**config.mk**
```make
export PLATFORM = sky130hd
export DESIGN_NAME = ms_uart_tx_gen_flat
export DESIGN_NICKNAME = d
export VERILOG_FILES = /design/src/rtl/ms_uart_tx_gen_pkg.sv /design/src/rtl/ms_uart_tx_gen_if.sv /design/src/rtl/ms_uart_tx_gen_fifo.sv /design/src/rtl/ms_uart_tx_gen.sv /design/src/flat_wrapper.sv
export SDC_FILE = /design/constraint.sdc
export NUM_CORES = 1
export LEC_CHECK = 0
export BUFFER_PORTS_ARGS = -buffer_cell sky130_fd_sc_hd__buf_2
export CELL_PAD_IN_SITES_DETAIL_PLACEMENT = 1
export CELL_PAD_IN_SITES_GLOBAL_PLACEMENT = 1
export CORE_MARGIN = 2
export CORE_UTILIZATION = 45
export CTS_CLUSTER_DIAMETER = 80
export DETAILED_ROUTE_END_ITERATION = 8
export GPL_ROUTABILITY_DRIVEN = 0
export GPL_TIMING_DRIVEN = 0
export PLACE_DENSITY = 0.89
export SETUP_SLACK_MARGIN = 0.3
export SLEW_MARGIN = 20
export SYNTH_ARGS = -nofsm -noshare
export SYNTH_HDL_FRONTEND = slang
export SYNTH_SLANG_ARGS = --single-unit
```
**constraint.sdc**
```tcl
create_clock -name CLK -period 6.4 [get_ports CLK]
set_input_delay 0 -clock CLK [delete_from_list [all_inputs] [get_ports CLK]]
set_output_delay 0 -clock CLK [all_outputs]
set_load 0.005 [all_outputs]
```
**src/rtl/ms_uart_tx_gen_pkg.sv**
```systemverilog
// ============================================================================
// Module      : ms_uart_pkg
// Description : Shared state codes, parity/stop codes and the data-bit count
//               helper for the ms_uart_tx_gen transmitter.
// Revision    : 1.0 - initial release
// ============================================================================
`default_nettype none

package ms_uart_pkg;

  // Serialiser state codes
  typedef logic [2:0] state_t;
  localparam logic [2:0] ST_IDLE   = 3'd0;
  localparam logic [2:0] ST_START  = 3'd1;
  localparam logic [2:0] ST_DATA   = 3'd2;
  localparam logic [2:0] ST_PARITY = 3'd3;
  localparam logic [2:0] ST_STOP   = 3'd4;

  // Parity select codes
  localparam logic [1:0] PAR_NONE = 2'b00;
  localparam logic [1:0] PAR_EVEN = 2'b01;
  localparam logic [1:0] PAR_ODD  = 2'b10;
  localparam logic [1:0] PAR_MARK = 2'b11;

  // Stop select codes
  localparam logic STOP_ONE = 1'b0;
  localparam logic STOP_TWO = 1'b1;

  // Width of the per-word config fields stored alongside the data word
  localparam int CFG_W = 6;

  // Number of data bits sent for a given DATASEL: DATA_W-3 .. DATA_W
  function automatic int data_bits(input logic [1:0] datasel, input int data_w);
    return data_w - 3 + int'(datasel);
  endfunction

endpackage

`default_nettype wire

```
**src/rtl/ms_uart_tx_gen_if.sv**
```systemverilog
// ============================================================================
// Module      : ms_uart_tx_gen_if
// Description : Valid/ready word handshake plus per-frame config between the
//               AHB register/FIFO side (master) and the transmitter (slave).
// Revision    : 1.0 - initial release
// ============================================================================
`default_nettype none

interface ms_uart_tx_gen_if #(
  parameter int DATA_W = 8
);
  logic              TX_VALID;
  logic              TX_READY;
  logic [DATA_W-1:0] DIN;
  logic [1:0]        DATASEL;
  logic [1:0]        PARITYSEL;
  logic              STOPSEL;
  logic              OVRSEL;

  modport master (
    output TX_VALID, DIN, DATASEL, PARITYSEL, STOPSEL, OVRSEL,
    input  TX_READY
  );

  modport slave (
    input  TX_VALID, DIN, DATASEL, PARITYSEL, STOPSEL, OVRSEL,
    output TX_READY
  );
endinterface

`default_nettype wire

```
**src/rtl/ms_uart_tx_gen_fifo.sv**
```systemverilog
// ============================================================================
// Module      : ms_uart_tx_fifo
// Description : Small synchronous show-ahead FIFO holding data words with their
//               frame config. Used only when UART_TX_FIFO_EN is defined.
// Revision    : 1.0 - initial release
// ============================================================================
`default_nettype none

module ms_uart_tx_fifo #(
  parameter int WIDTH = 14,
  parameter int DEPTH = 4
) (
  input  wire logic                     clk,
  input  wire logic                     rst,
  input  wire logic                     push,
  input  wire logic [WIDTH-1:0]         push_data,
  input  wire logic                     pop,
  output logic      [WIDTH-1:0]         pop_data,
  output logic                          full,
  output logic                          empty,
  output logic      [$clog2(DEPTH):0]   level
);
  localparam int PTR_W = $clog2(DEPTH);

  logic [WIDTH-1:0] mem [DEPTH];
  logic [PTR_W-1:0] wr_ptr;
  logic [PTR_W-1:0] rd_ptr;
  logic [PTR_W:0]   count;

  assign full     = (count == (PTR_W+1)'(DEPTH));
  assign empty    = (count == '0);
  assign level    = count;
  assign pop_data = mem[rd_ptr];

  // Storage array: written on push, no reset needed since reads are gated by count
  always_ff @(posedge clk) begin
    if (push) begin
      mem[wr_ptr] <= push_data;
    end
  end

  // Pointer and occupancy tracking; push and pop together leave the level unchanged
  always_ff @(posedge clk) begin
    if (rst) begin
      wr_ptr <= '0;
      rd_ptr <= '0;
      count  <= '0;
    end else begin
      if (push) begin
        wr_ptr <= wr_ptr + 1'b1;
      end
      if (pop) begin
        rd_ptr <= rd_ptr + 1'b1;
      end
      case ({push, pop})
        2'b10:   count <= count + 1'b1;
        2'b01:   count <= count - 1'b1;
        default: ;
      endcase
    end
  end

endmodule

`default_nettype wire

```
**src/rtl/ms_uart_tx_gen.sv**
```systemverilog
// ============================================================================
// Module      : ms_uart_tx_gen
// Description : Parametrised UART transmitter. Start bit, 5..DATA_W data bits
//               LSB first, optional parity, 1 or 2 stop bits. Bit timing is
//               counted in TICK enables; config is latched per frame.
//               Optional macro UART_TX_FIFO_EN inserts a FIFO_DEPTH-entry
//               FIFO between the handshake and the serialiser and adds the
//               FIFO_LEVEL output.
// Revision    : 1.0 - initial release
// ============================================================================
`default_nettype none

module ms_uart_tx_gen
  import ms_uart_pkg::*;
#(
  parameter int DATA_W     = 8,
  parameter int OVR_HI     = 16,
  parameter int OVR_LO     = 8,
  parameter int FIFO_DEPTH = 4
) (
  input  wire logic           CLK,
  input  wire logic           RESETN,
  input  wire logic           TICK,
  ms_uart_tx_gen_if.slave     tx,
  output logic                DOUT,
  output logic                BUSY,
  output logic                DONE
`ifdef UART_TX_FIFO_EN
  ,
  output logic [$clog2(FIFO_DEPTH):0] FIFO_LEVEL
`endif
);
  localparam int WORD_W  = DATA_W + CFG_W;
  localparam int IDX_W   = $clog2(DATA_W);
  localparam int OVR_MAX = (OVR_HI > OVR_LO) ? OVR_HI : OVR_LO;
  localparam int TCNT_W  = $clog2(OVR_MAX + 1);

  if (DATA_W < 5 || FIFO_DEPTH < 2) begin : g_bad_param
    $error("ms_uart_tx_gen: DATA_W must be >= 5 and FIFO_DEPTH >= 2");
  end

  state_t              state;
  logic [TCNT_W-1:0]   tick_cnt;
  logic [TCNT_W-1:0]   tick_last;
  logic [IDX_W-1:0]    bit_idx;
  logic [IDX_W-1:0]    nxt_idx;
  logic [IDX_W-1:0]    last_idx;
  logic [DATA_W-1:0]   data;
  logic                par_en;
  logic                par_bit;
  logic                two_stop;
  logic                ovr_lo;
  logic                stop_cnt;
  logic                dout_r;
  logic                done_r;

  logic [WORD_W-1:0]   in_word;
  logic [WORD_W-1:0]   src_word;
  logic                src_valid;
  logic                start;
  logic [DATA_W-1:0]   src_din;
  logic [1:0]          src_dsel;
  logic [1:0]          src_psel;
  logic                src_stop;
  logic                src_ovr;
  logic [IDX_W-1:0]    src_last;
  logic                src_xor;
  logic                src_par;

  assign in_word = {tx.DIN, tx.DATASEL, tx.PARITYSEL, tx.STOPSEL, tx.OVRSEL};

`ifdef UART_TX_FIFO_EN
  logic fifo_full;
  logic fifo_empty;

  assign tx.TX_READY = !fifo_full;
  assign src_valid   = !fifo_empty;

  ms_uart_tx_fifo #(
    .WIDTH (WORD_W),
    .DEPTH (FIFO_DEPTH)
  ) u_fifo (
    .clk       (CLK),
    .rst       (RESETN),
    .push      (tx.TX_VALID && !fifo_full),
    .push_data (in_word),
    .pop       (start),
    .pop_data  (src_word),
    .full      (fifo_full),
    .empty     (fifo_empty),
    .level     (FIFO_LEVEL)
  );
`else
  assign tx.TX_READY = (state == ST_IDLE);
  assign src_valid   = tx.TX_VALID;
  assign src_word    = in_word;
`endif

  // A frame starts whenever the serialiser is idle and a word is offered
  assign start = (state == ST_IDLE) && src_valid;

  assign src_din  = src_word[WORD_W-1:CFG_W];
  assign src_dsel = src_word[5:4];
  assign src_psel = src_word[3:2];
  assign src_stop = src_word[1];
  assign src_ovr  = src_word[0];

  assign tick_last = src_ovr_sel_last(ovr_lo);
  assign nxt_idx   = bit_idx + 1'b1;
  assign DOUT      = dout_r;
  assign DONE      = done_r;
  assign BUSY      = (state != ST_IDLE);

  function automatic logic [TCNT_W-1:0] src_ovr_sel_last(input logic lo);
    return lo ? TCNT_W'(OVR_LO - 1) : TCNT_W'(OVR_HI - 1);
  endfunction

  // Parity of the offered word over its selected bits only; upper bits masked
  always_comb begin
    src_last = IDX_W'(data_bits(src_dsel, DATA_W) - 1);
    src_xor  = 1'b0;
    for (int i = 0; i < DATA_W; i++) begin
      if (i <= int'(src_last)) begin
        src_xor = src_xor ^ src_din[i];
      end
    end
    case (src_psel)
      PAR_EVEN: src_par = src_xor;
      PAR_ODD:  src_par = ~src_xor;
      PAR_MARK: src_par = 1'b1;
      default:  src_par = 1'b1;
    endcase
  end

  // Frame sequencer: latch word on start, advance one bit every OVR ticks
  always_ff @(posedge CLK) begin
    if (RESETN) begin
      state    <= ST_IDLE;
      dout_r   <= 1'b1;
      done_r   <= 1'b0;
      tick_cnt <= '0;
      bit_idx  <= '0;
      last_idx <= '0;
      stop_cnt <= 1'b0;
      data     <= '0;
      par_en   <= 1'b0;
      par_bit  <= 1'b0;
      two_stop <= 1'b0;
      ovr_lo   <= 1'b0;
    end else begin
      done_r <= 1'b0;
      if (state == ST_IDLE) begin
        // Ticks in idle, including one coincident with acceptance, are not counted
        if (start) begin
          data     <= src_din;
          last_idx <= src_last;
          par_en   <= (src_psel != PAR_NONE);
          par_bit  <= src_par;
          two_stop <= src_stop;
          ovr_lo   <= src_ovr;
          tick_cnt <= '0;
          bit_idx  <= '0;
          stop_cnt <= 1'b0;
          dout_r   <= 1'b0;
          state    <= ST_START;
        end
      end else if (TICK) begin
        if (tick_cnt != tick_last) begin
          tick_cnt <= tick_cnt + 1'b1;
        end else begin
          tick_cnt <= '0;
          case (state)
            ST_START: begin
              state   <= ST_DATA;
              bit_idx <= '0;
              dout_r  <= data[0];
            end
            ST_DATA: begin
              if (bit_idx == last_idx) begin
                if (par_en) begin
                  state  <= ST_PARITY;
                  dout_r <= par_bit;
                end else begin
                  state  <= ST_STOP;
                  dout_r <= 1'b1;
                end
              end else begin
                bit_idx <= nxt_idx;
                dout_r  <= data[nxt_idx];
              end
            end
            ST_PARITY: begin
              state  <= ST_STOP;
              dout_r <= 1'b1;
            end
            ST_STOP: begin
              dout_r <= 1'b1;
              if (two_stop == STOP_ONE || stop_cnt == STOP_TWO) begin
                state  <= ST_IDLE;
                done_r <= 1'b1;
              end else begin
                stop_cnt <= 1'b1;
              end
            end
            default: begin
              state  <= ST_IDLE;
              dout_r <= 1'b1;
            end
          endcase
        end
      end
    end
  end

endmodule

`default_nettype wire
```
**src/flat_wrapper.sv**
```systemverilog
// flat-port wrapper written by rule: the top's interface ports become plain ports
module ms_uart_tx_gen_flat import ms_uart_pkg::*;
#(
  parameter int DATA_W     = 8,
  parameter int OVR_HI     = 16,
  parameter int OVR_LO     = 8,
  parameter int FIFO_DEPTH = 4
)
  (CLK, RESETN, TICK, DOUT, BUSY, DONE, tx_TX_VALID, tx_DIN, tx_DATASEL, tx_PARITYSEL, tx_STOPSEL, tx_OVRSEL, tx_TX_READY);
  ms_uart_tx_gen_if #(.DATA_W(DATA_W)) tx_i ();
  input  wire logic CLK;
  input  wire logic RESETN;
  input  wire logic TICK;
  output logic DOUT;
  output logic BUSY;
  output logic DONE;
  input wire logic [$bits(tx_i.TX_VALID)-1:0] tx_TX_VALID;
  input wire logic [$bits(tx_i.DIN)-1:0] tx_DIN;
  input wire logic [$bits(tx_i.DATASEL)-1:0] tx_DATASEL;
  input wire logic [$bits(tx_i.PARITYSEL)-1:0] tx_PARITYSEL;
  input wire logic [$bits(tx_i.STOPSEL)-1:0] tx_STOPSEL;
  input wire logic [$bits(tx_i.OVRSEL)-1:0] tx_OVRSEL;
  output wire logic [$bits(tx_i.TX_READY)-1:0] tx_TX_READY;
  assign tx_i.TX_VALID = tx_TX_VALID;
  assign tx_i.DIN = tx_DIN;
  assign tx_i.DATASEL = tx_DATASEL;
  assign tx_i.PARITYSEL = tx_PARITYSEL;
  assign tx_i.STOPSEL = tx_STOPSEL;
  assign tx_i.OVRSEL = tx_OVRSEL;
  assign tx_TX_READY = tx_i.TX_READY;
  ms_uart_tx_gen #(.DATA_W(DATA_W), .OVR_HI(OVR_HI), .OVR_LO(OVR_LO), .FIFO_DEPTH(FIFO_DEPTH)) u_core (.CLK(CLK), .RESETN(RESETN), .TICK(TICK), .tx(tx_i), .DOUT(DOUT), .BUSY(BUSY), .DONE(DONE));
endmodule
```
==> metrics.cfg, run 1 <==
[status]
status = finished clean

[critical_path]
crit_fanout = 6
r2r_end = u_core.DOUT$_SDFFE_PP1P_
worst_setup_path_start_kind = flip-flop
crit_type = reg -> reg
cp.required_ns = 6.64
r2r-start = u_core.bit_idx[0]$_SDFFE_PP0P_
arrival_ns = 2.51
endpoint_kind = flip-flop
rr_worst_depth = 6
reg2reg_slack_ns = 4.12

[yosys]
ys_types = 40
synth-main-ff-cell = dfxtp_1
synthMuxAreaShare_pct = 5.242
synth_edf_count = 0
synthArstFlopShare_pct = 0
synth.avg_cell_area_um2 = 8.535
syn_inst = 179
synth_top_family_by_area = simple AND/OR/NAND/NOR gates
netlist_area_um2 = 1528
yosysTopAreaCell = dfxtp_1
yosys.area_share.simple_pct = 22.69
synth_area_leaders = dfxtp_1 (38%), nand2_1 (7.4%), a21oi_1 (7.2%)
yosys_warnings = 0
ys_seq_area_share_pct = 38.00
synthAdderAreaFrac_pct = 4.095
synth_nets = 202
synth_top_area_share_pct = 38.00
ys_ff_latch = 29
synth-xor-area-share_pct = 6.634
synth_compound_area_share_pct = 18.67

[worst_hold_path]
holdCritPathClass = in -> reg
whs_path_depth = 2
whs_endpoint = u_core.tick_cnt[1]$_SDFFE_PP0P_
hp-start = RESETN

[drt]
drt_iter0_drc = 72
drc = 0
num_vias = 1505
avgViaCountPerCell = 5.574
wl_mm = 4.951
wl_per_cell_um = 18.34
drtAntennaViolNets = 0
dr.pass1.iters = 4

[placed_design]
dp_slack_ns = 4.112
post-dp-hpwl_mm = 2.915
placed_cells = 245
port_buffers = 20

[clock_network]
cts_hold_buf = 18
cts_buffer_depth = 2
post-cts-setup-buffer-count = 0
clk_pin_slew_ns = 0.09
cts_buffers = 5
cts_tree = done
cts.sinks = 29
cts-root-buf = clkbuf_4
clk_latency_ns = 0.34
ctsResizeCount = 0
cts_max_level = 2

[global_routing]
grt_antenna_before_repair = 0
grt_pass1_wl_mm = 8.190
grt_max_degree = 11
grt.total_usage_pct = 27.70
grt_overflow = 0
grt_pass1_vias = 1695

[finish]
n_antenna_cell = 0
drive_gt1_share_pct = 17.41
syn_to_final_growth_pct = 25.72
final_cell_mix = nand2_1 (30), dfxtp_1 (29), buf_2 (23)
nets = 247
final_cells = 270
layout_commonest_cell = nand2_1

[timing]
fin_crit_sh_pct = 35.59
final_hold_viol_count = 0
worst_pin_slew_ns = 0.5454
fin_crit_ns = 2.278
setup_viol = 0
fmax_mhz = 439.0
setup_ws_ns = 4.122
fin_setup_tns_ns = 0
rsz0062_at_grt = no
slew_violations = 0
fin_worst_skew_ns = 0.006680
slew_headroom_pct = 63.36

[die]
die-width_um = 62.27
io-pin-count = 22
die_y_um = 62.27
placementRows = 21
core-area_um2 = 3311
die-area_um2 = 3877
start_util_pct = 46.15

[power]
power.density_nw_per_um2 = 231.7
ir_worst_vdd_v = 0.0001113
p_leak_nw = 0.8027

[flow_run]
drv_cap = 0

[Yosys cell counts, types with 2 or more instances]
| cell | number |
|---|---|
| nor2_1 | 14 |
| mux2i_1 | 2 |
| buf_2 | 3 |
| clkbuf_1 | 3 |
| nor3_1 | 3 |
| inv_1 | 6 |
| nor2b_1 | 3 |
| nor4_1 | 3 |
| a211oi_1 | 2 |
| o31ai_1 | 2 |
| or3_1 | 3 |
| nand4b_1 | 2 |
| and3b_1 | 2 |
| o21ai_0 | 7 |
| nand3b_1 | 2 |
| nand2b_1 | 4 |
| xor2_1 | 4 |
| ha_1 | 5 |
| dfxtp_1 | 29 |
| nand3_1 | 4 |
| xnor2_1 | 5 |
| a21oi_1 | 22 |
| nand2_1 | 30 |
| buf_4 | 3 |
[power by group]
part / leakage, nW / switching [mW] / internal (mW) / total, mW
clock network: 0.0314 / 0.0664 / 0.0518 / 0.118
registers: 0.237 / 0.00939 / 0.194 / 0.203
logic: 0.534 / 0.0692 / 0.0544 / 0.124
total: 0.803 / 0.145 / 0.300 / 0.445
[worst max-delay path, cell delays in order (launching register included)]
cell and delay, ns:
dfxtp_1 0.40, ha_1 0.39, mux4_1 0.58, mux2_2 0.29, mux2i_1 0.15, a211oi_1 0.10
a211o_1 0.29
[per-stage QoR]
stage / total power, mW / hold WS [ns] / instance area, um2 / util [%]
final: 0.4450 / 0.08064 / 1921 / 58.01
after global routing: 0.4691 / 0.07843 / 1921 / 58.01
after CTS: 0.4409 / 0.06567 / 1921 / 58.01
after detailed placement: 0.3154 / 0.2509 / 1685 / 50.91
after global placement: 0.3083 / 0.2442 / 1685 / 50.91
after floorplan: 0.2829 / 0.1321 / 1528 / -
[worst max path at each step]
stage | from | to | cells past startpoint
6_report | u_core.bit_idx[0]$_SDFFE_PP0P_ | u_core.DOUT$_SDFFE_PP1P_ | 6
5_1_grt | u_core.bit_idx[0]$_SDFFE_PP0P_ | u_core.DOUT$_SDFFE_PP1P_ | 6
4_1_cts | u_core.bit_idx[0]$_SDFFE_PP0P_ | u_core.DOUT$_SDFFE_PP1P_ | 6
3_5_place_dp | u_core.bit_idx[0]$_SDFFE_PP0P_ | u_core.DOUT$_SDFFE_PP1P_ | 6
3_3_place_gp | u_core.bit_idx[0]$_SDFFE_PP0P_ | u_core.DOUT$_SDFFE_PP1P_ | 6
2_1_floorplan | u_core.bit_idx[0]$_SDFFE_PP0P_ | u_core.DOUT$_SDFFE_PP1P_ | 6
[area by class of cell]
cell class / count / area (um2)
multi-input combinational: 135 / 875.8
fill: 412 / 1390
clock buffer: 7 / 55.05
timing repair buffer: 38 / 280.3
tap: 46 / 57.56
sequential: 29 / 580.6
buffer: 9 / 48.80
inverter: 6 / 22.52
[flip-flops by register name (all words and copies together), names as in the netlist]
register         count
u_core.data          8
u_core.tick_cnt      5
u_core.bit_idx       3
u_core.last_idx      3
u_core.state         3
u_core.DONE          1
u_core.DOUT          1
u_core.ovr_lo        1
u_core.par_bit       1
u_core.par_en        1
u_core.stop_cnt      1
u_core.two_stop      1
[layer usage]
layer  global-route usage, %  vias to the layer above  routed length (um)
met1                   28.65                      735                1950
li1                        -                      719                   -
met4                   15.83                        0                 200
met5                       0                        -                   0
met2                   50.14                       31                2645
met3                   7.609                       20                 154
[logic make-up after synthesis]
| family | count (synthesis) |
|---|---|
| AND/OR/NAND/NOR | 71 |
| multiplexers | 5 |
| flip-flops | 29 |
| AO/OA/AOI/OAI | 44 |
| adder cells (fa/ha/maj) | 5 |
| buffers and inverters | 15 |
| XOR/XNOR | 10 |
Note: power is estimated with default switching activity, not from simulation.
==> run 2: changes to the inputs <==
- ABC_AREA: default -> 1
- CORE_UTILIZATION: 45 -> 36
- PLACE_DENSITY: 0.89 -> 0.8
- clock period: 6.4 -> 1.9 ns (I/O delays scaled with it)
==> run 2 against run 1 <==
Compared with the run above: total power grew to 6.2 times the previous value; first-iteration DRC count shrank 44%; clock skew fell by 0.0011 ns; wire length shrank 16%; global-route usage down 9.3 points; cell area up 4.9%; critical endpoint is now u_core.state[0]$_SDFFE_PP0P_; largest cell class unchanged.
==> metrics.cfg, run 2 <==
[finish]
largest_reg_flops = 8
top_regs = u_core.data: 8 flops, u_core.tick_cnt: 5 flops
n_antenna_cell = 0
drive_gt1_share_pct = 21.32
nets = 294
top_register = u_core.data
final_cells = 324
syn_to_final_growth_pct = 22.06
layout_commonest_cell = nand2_1
post-route-util_pct = 45.95
post-route-cell-area_um2 = 2014
final_cell_mix = nand2_1 (54), inv_1 (30), dfxtp_1 (26)

[yosys]
ys_types = 29
ys_ff_latch = 29
synthArstFlopShare_pct = 0
yosys_warnings = 0
synth-main-ff-cell = dfxtp_1
ys_seq_area_share_pct = 35.18
synth.avg_cell_area_um2 = 6.963
synth_nets = 260
netlist_top_cells_count = nand2_1 (55), inv_1 (31), dfxtp_1 (29)
syn_inst = 237
synth_most_common_cell = nand2_1
synth_area_leaders = dfxtp_1 (35%), nand2_1 (13%), a21oi_1 (7.3%)
synth_top_area_share_pct = 35.18
synth_edf_count = 0
yosysTopAreaCell = dfxtp_1
netlist_area_um2 = 1650

[timing]
rsz0062_at_grt = no
fin_crit_sh_pct = 77.07
hold-worst-slack_ns = 0.01257
slew_violations = 0
worst_pin_slew_ns = 0.5112
final_hold_viol_count = 0
slew_headroom_pct = 65.92
setup_ws_ns = 0.4358
fin_crit_ns = 1.464
fin_worst_skew_ns = 0.005568
setup_viol = 0
fin_setup_tns_ns = 0
fmax_mhz = 682.9

[critical_path]
crit_fanout = 4
r2r-start = u_core.tick_cnt[0]$_SDFFE_PP0P_
arrival_ns = 1.65
reg2reg_slack_ns = 0.44
path_cells = ha_4 -> nand2_2 -> nor3_4 -> nand2_4 -> nand2_4 -> nand2_2 -> nor2_2 -> nand2_1 -> nand2_1 -> nor2_1
crit_type = reg -> reg
cp_slowest_cell = dfxtp_4
cp.required_ns = 2.08
endpoint_kind = flip-flop
worstSetupStartpoint = u_core.tick_cnt[0]$_SDFFE_PP0P_
slowest_delay_ns = 0.38
worst_setup_path_start_kind = flip-flop

[placed_design]
port_buffers = 20
placed_cells = 309
placed_cell_area_um2 = 1815
post-dp-hpwl_mm = 3.163
dp_slack_ns = 0.2891

[clock_network]
cts_buffers = 5
cts-root-buf = clkbuf_8
cts_tree = done
clk_latency_ns = 0.28
cts.sinks = 29
clk_pin_slew_ns = 0.07
cts_buffer_depth = 2
cts_max_level = 2

[die]
io-pin-count = 22
core-area_um2 = 4384
die_y_um = 71.71
die-area_um2 = 5142
start_util_pct = 37.64
die-width_um = 71.71
placementRows = 24

[flow_run]
drv_cap = 0

[global_routing]
grt_antenna_before_repair = 0
grt_pass1_vias = 1633
grt_max_degree = 11
grt.total_usage_pct = 18.40
grt_overflow = 0
grt_pass1_wl_mm = 7.362

[drt]
drc = 0
dr.pass1.iters = 4
wl_per_cell_um = 12.81
drtAntennaViolNets = 0
avgViaCountPerCell = 4.929
num_vias = 1597
drt_iter0_drc = 40
wl_mm = 4.150

[power]
power.density_nw_per_um2 = 1379
seqPwrFrac_pct = 34.3
p_sw_share_pct = 43.33
p_comb_share_pct = 45.3
ir_worst_vdd_v = 0.0004145
p_switching_mw = 1.203
p_leak_nw = 0.9869
clkPwrFrac_pct = 20.4
p_total_mw = 2.777
internal_power_mw = 1.574

[worst_hold_path]
hp-start = tx_DIN[4]
holdCritPathClass = in -> reg

[status]
status = finished clean

run 2: cell count changes after synthesis, moves of 4 or more:
cell / delta
o21ai_1: +12
nand2_4: +4
nand3_1: +7
nand2_1: +25
inv_2: +8
nand2b_1: -4
inv_1: +25
run 2: kinds of logic (layout without fill, tap and decap cells):
| group | count (synthesis) | after routing | share of synthesized area, % |
|---|---|---|---|
| flops | 29 | 29 | 35.18 |
| buf+inv | 45 | 80 | 10.69 |
| simple gates | 99 | 99 | 29.57 |
| fa+ha+maj | 5 | 5 | 3.791 |
| compound gates | 51 | 51 | 16.53 |
| xor+xnor | 8 | 8 | 4.246 |
run 2: final timing paths:
path	end	depth (start not counted)
max	u_core.state[0]$_SDFFE_PP0P_	10
min	u_core.data[4]$_SDFFE_PP0P_	3
max reg2reg	u_core.state[0]$_SDFFE_PP0P_	10
min reg2reg	u_core.data[5]$_SDFFE_PP0P_	2
run 2: timing repair:
action,4_1_cts,5_1_grt
setup endpoints to repair,2,7
pin swaps,1,1
endpoints found under the hold margin,7,0
setup buffers,0,0
gates resized for setup,0,10
hold buffers,7,0
run 2: power groups by stage:
stage,combinational [mW],clock (mW),sequential (mW)
after global routing,1.44,0.621,0.982
after CTS,1.26,0.579,0.939
after global placement,1.19,0,0.944
after detailed placement,1.23,0,0.951
after floorplan,0.939,0,0.910
final,1.26,0.567,0.952
run 2: metal layers:
metal  vias up  track usage, %  share of wire, %
li1        826               -                 -
met4         0           8.805               1.9
met1       733           19.76                45
met2        31           32.30                49
met3         7           6.188               4.7
met5         -               0                 0
run 2: cell type report:
| type | count | area (um2) |
|---|---|---|
| Multi-Input combinational cell | 163 | 914.6 |
| Buffer | 5 | 23.77 |
| Sequential cell | 29 | 586.8 |
| Tap cell | 52 | 65.06 |
| Clock inverter | 1 | 5.005 |
| Clock buffer | 7 | 96.34 |
| Inverter | 40 | 152.6 |
| Fill cell | 578 | 2370 |
| Timing Repair Buffer | 27 | 170.2 |
run 2: critical path: cells and delay by family, from the launching register on:
kind	cells	cell delay (ns)
flip-flops	1	0.38
adder cells (fa/ha/maj)	1	0.14
AND/OR/NAND/NOR	9	0.84
==> run 3: changes to the inputs <==
- ABC_AREA: 1 -> 0
- CORE_UTILIZATION: 36 -> 42
- PLACE_DENSITY: 0.8 -> 0.84
- clock period: 1.9 -> 1.5 ns (I/O delays scaled with it)
==> run 3 against run 2 <==
Compared with the run above: the flow now stops in 5_1_grt; synthesized cell count is 24% lower; synthesized area is 7.4% lower.
==> metrics.cfg, run 3 <==
[clock_network]
cts_buffers = 5
cts.sinks = 29
cts_buffer_depth = 2
cts-root-buf = clkbuf_4
cts_max_level = 2

[timing]
worst_endpoint_kind = sequential cell input
grt-worst-endpoint = u_core.DOUT$_SDFFE_PP1P_/D

[die]
die_y_um = 64.31
die-width_um = 64.31
start_util_pct = 44.73
placementRows = 21
io-pin-count = 22

[global_routing]
grt_max_degree = 11
grt_antenna_before_repair = 0

[placed_design]
port_buffers = 20
placed_cell_area_um2 = 1767
dp_slack_ns = -0.5383
post-dp-hpwl_mm = 2.896

[status]
status = aborted with a tool error
lastStage = 5_1_grt
stop_error = [ERROR DPL-0033] detailed placement checks failed during check placement.

[yosys]
ys_types = 40
synth_area_leaders = dfxtp_1 (38%), nand2_1 (7.4%), a21oi_1 (7.2%)
netlist_area_um2 = 1528
ys_ff_latch = 29
syn_inst = 179
synth_top_area_share_pct = 38.00
yosysTopAreaCell = dfxtp_1
synth_edf_count = 0
yosys_warnings = 0
synth-main-ff-cell = dfxtp_1
netlist_top_cells_count = nand2_1 (30), dfxtp_1 (29), a21oi_1 (22)
ys_seq_area_share_pct = 38.00
synth_most_common_cell = nand2_1
synthArstFlopShare_pct = 0
synth.avg_cell_area_um2 = 8.535
synth_nets = 202

run 3: cell families after synthesis:
logic type | count (synthesis) | share of synthesized area, %
adders and majority gates | 5 | 4.095
AOI/OAI and AO/OA | 44 | 18.67
muxes | 5 | 5.242
and+or+nand+nor | 71 | 22.69
xor gates and xnor gates | 10 | 6.633
buffers and inverters | 15 | 4.668
DFF | 29 | 38.00
run 3: through the flow:
stage	hold slack [ns]	std cells
after global placement	0.2427	245
after detailed placement	0.2532	245
after floorplan	0.1322	179
after CTS	0.06775	285
run 3: what timing repair did:
action / CTS
endpoints found under the setup margin: 31
endpoints found under the hold margin: 14
gates resized for setup: 31
hold buffers: 14
pin swaps: 19
setup buffers: 17
gates cloned: 1
==> run 4: changes to the inputs <==
- CELL_PAD_IN_SITES_DETAIL_PLACEMENT: 1 -> default
- CELL_PAD_IN_SITES_GLOBAL_PLACEMENT: 1 -> default
- CORE_UTILIZATION: 42 -> 35
- CTS_CLUSTER_DIAMETER: 80 -> default
- PLACE_DENSITY: 0.84 -> default
- PLACE_DENSITY_LB_ADDON: default -> 0.15
- SETUP_SLACK_MARGIN: 0.3 -> default
==> run 4 against run 3 <==
Compared with the run above: the flow now finishes, with violations (negative setup slack).
==> metrics.cfg, run 4 (same netlist as run 1, synthesis figures left out) <==
[finish]
num-fill-cells = 417
top_register = u_core.data
largest_reg_flops = 8
nets = 253
layout_commonest_cell = nand2_1
n_antenna_cell = 0
syn_to_final_growth_pct = 43.33
drive_gt1_share_pct = 34.20
top_regs = u_core.data: 8 flops, u_core.tick_cnt: 5 flops
final_cell_mix = nand2_1 (30), dfxtp_1 (24), buf_2 (21)

[die]
die-area_um2 = 4909
die-width_um = 70.07
io-pin-count = 22
start_util_pct = 35.83
placementRows = 24
core-area_um2 = 4264
die_y_um = 70.07

[timing]
final_hold_viol_count = 0
slew_headroom_pct = 62.16
slew_violations = 0
fin_crit_ns = 2.002
rsz0062_at_grt = yes
worst_pin_slew_ns = 0.5675
fmax_mhz = 499.5
setup_ws_ns = -0.5018
fin_crit_sh_pct = 133.5
fin_worst_skew_ns = 0.002989
setup_viol = 10
fin_setup_tns_ns = -1.307

[critical_path]
arrival_ns = 2.17
endpoint_kind = flip-flop
cp.required_ns = 1.67
crit_type = reg -> reg
worst_setup_path_start_kind = flip-flop
crit_fanout = 3

[status]
status = finished with violations
violations = negative setup slack

[clock_network]
clk_pin_slew_ns = 0.06
cts-root-buf = clkbuf_8
cts_max_level = 2
cts_buffers = 5
clk_latency_ns = 0.28
cts_buffer_depth = 2
cts_tree = done
cts.sinks = 29

[global_routing]
grt_overflow = 0
grt_max_degree = 11
grt_pass1_wl_mm = 6.755
grt.total_usage_pct = 17.15
grt_antenna_before_repair = 0
grt_pass1_vias = 1547

[drt]
wl_mm = 4.046
drc = 0
dr.pass1.iters = 4
drt_iter0_drc = 86
drtAntennaViolNets = 0
num_vias = 1457
avgViaCountPerCell = 5.148
wl_per_cell_um = 14.30

[power]
internal_power_mw = 1.551
p_switching_mw = 0.6383
p_comb_share_pct = 28.3
p_sw_share_pct = 29.16
seqPwrFrac_pct = 39.7
ir_worst_vdd_v = 0.0006584
clkPwrFrac_pct = 32.0
p_leak_nw = 0.8831
p_total_mw = 2.189
power.density_nw_per_um2 = 999.7

[worst_hold_path]
holdCritPathClass = in -> reg

[placed_design]
port_buffers = 20
post-dp-hpwl_mm = 2.646

[flow_run]
drv_cap = 0

run 4: area by class of cell:
| type | count | area [um2] | area share [%] |
|---|---|---|---|
| Inverter | 6 | 22.52 | 1.029 |
| Clock inverter | 1 | 5.005 | 0.2286 |
| Sequential cell | 29 | 594.3 | 27.14 |
| Timing Repair Buffer | 45 | 331.6 | 15.14 |
| Buffer | 8 | 58.81 | 2.686 |
| Multi-Input combinational cell | 135 | 1016 | 46.40 |
| Clock buffer | 7 | 96.34 | 4.400 |
| Tap cell | 52 | 65.06 | 2.971 |
run 4: critical path: stages, from the launching register on:
cell	delay, ns
dfxtp_4	0.36
ha_4	0.28
mux4_2	0.49
mux2_4	0.27
mux2i_2	0.17
a211oi_2	0.09
a211o_1	0.23
run 4: through the flow:
stage	util [%]	cells	instance area [um2]	worst slack (ns)	hold WS [ns]
2_1_floorplan	-	179	1544	-0.3962	0.1322
3_3_place_gp	40.08	251	1709	-0.4946	0.2438
3_5_place_dp	40.08	251	1709	-0.5313	0.2519
4_1_cts	49.27	282	2101	-0.4873	0.02303
5_1_grt	51.35	283	2190	-0.5350	0.02762
6_report	51.35	283	2190	-0.5018	0.02324
run 4: power groups by stage:
stage	clock, mW	combinational [mW]	sequential [mW]
2_1_floorplan	0	0.337	0.870
3_3_place_gp	0	0.444	0.879
3_5_place_dp	0	0.453	0.881
4_1_cts	0.722	0.580	0.866
5_1_grt	0.760	0.677	0.876
6_report	0.701	0.619	0.869
run 4: final timing paths:
check                                 start                           to  slack (ns)  cells past startpoint
min reg2reg     u_core.data[4]$_SDFFE_PP0P_  u_core.data[4]$_SDFFE_PP0P_        0.46                      2
min                                  RESETN   u_core.ovr_lo$_SDFFE_PP0P_        0.02                      2
max          u_core.bit_idx[1]$_SDFFE_PP0P_     u_core.DOUT$_SDFFE_PP1P_       -0.50                      6
max reg2reg  u_core.bit_idx[1]$_SDFFE_PP0P_     u_core.DOUT$_SDFFE_PP1P_       -0.50                      6
run 4: what timing repair did:
| action | CTS | global route |
|---|---|---|
| setup buffers | 10 | 2 |
| endpoints found under the setup margin | 24 | 26 |
| gates resized for setup | 25 | 20 |
| pin swaps | 10 | 6 |
| hold buffers | 13 | 0 |
| endpoints found under the hold margin | 13 | 0 |
run 4: metal layers:
metal,GRT usage (%),share of wire (%),wire length [um],up-vias
li1,-,-,-,729
met1,20.16,44,1796,698
met2,29.31,51,2079,24
met3,5.772,3.0,122,6
met4,5.556,1.2,48,0
met5,0,0,0,-
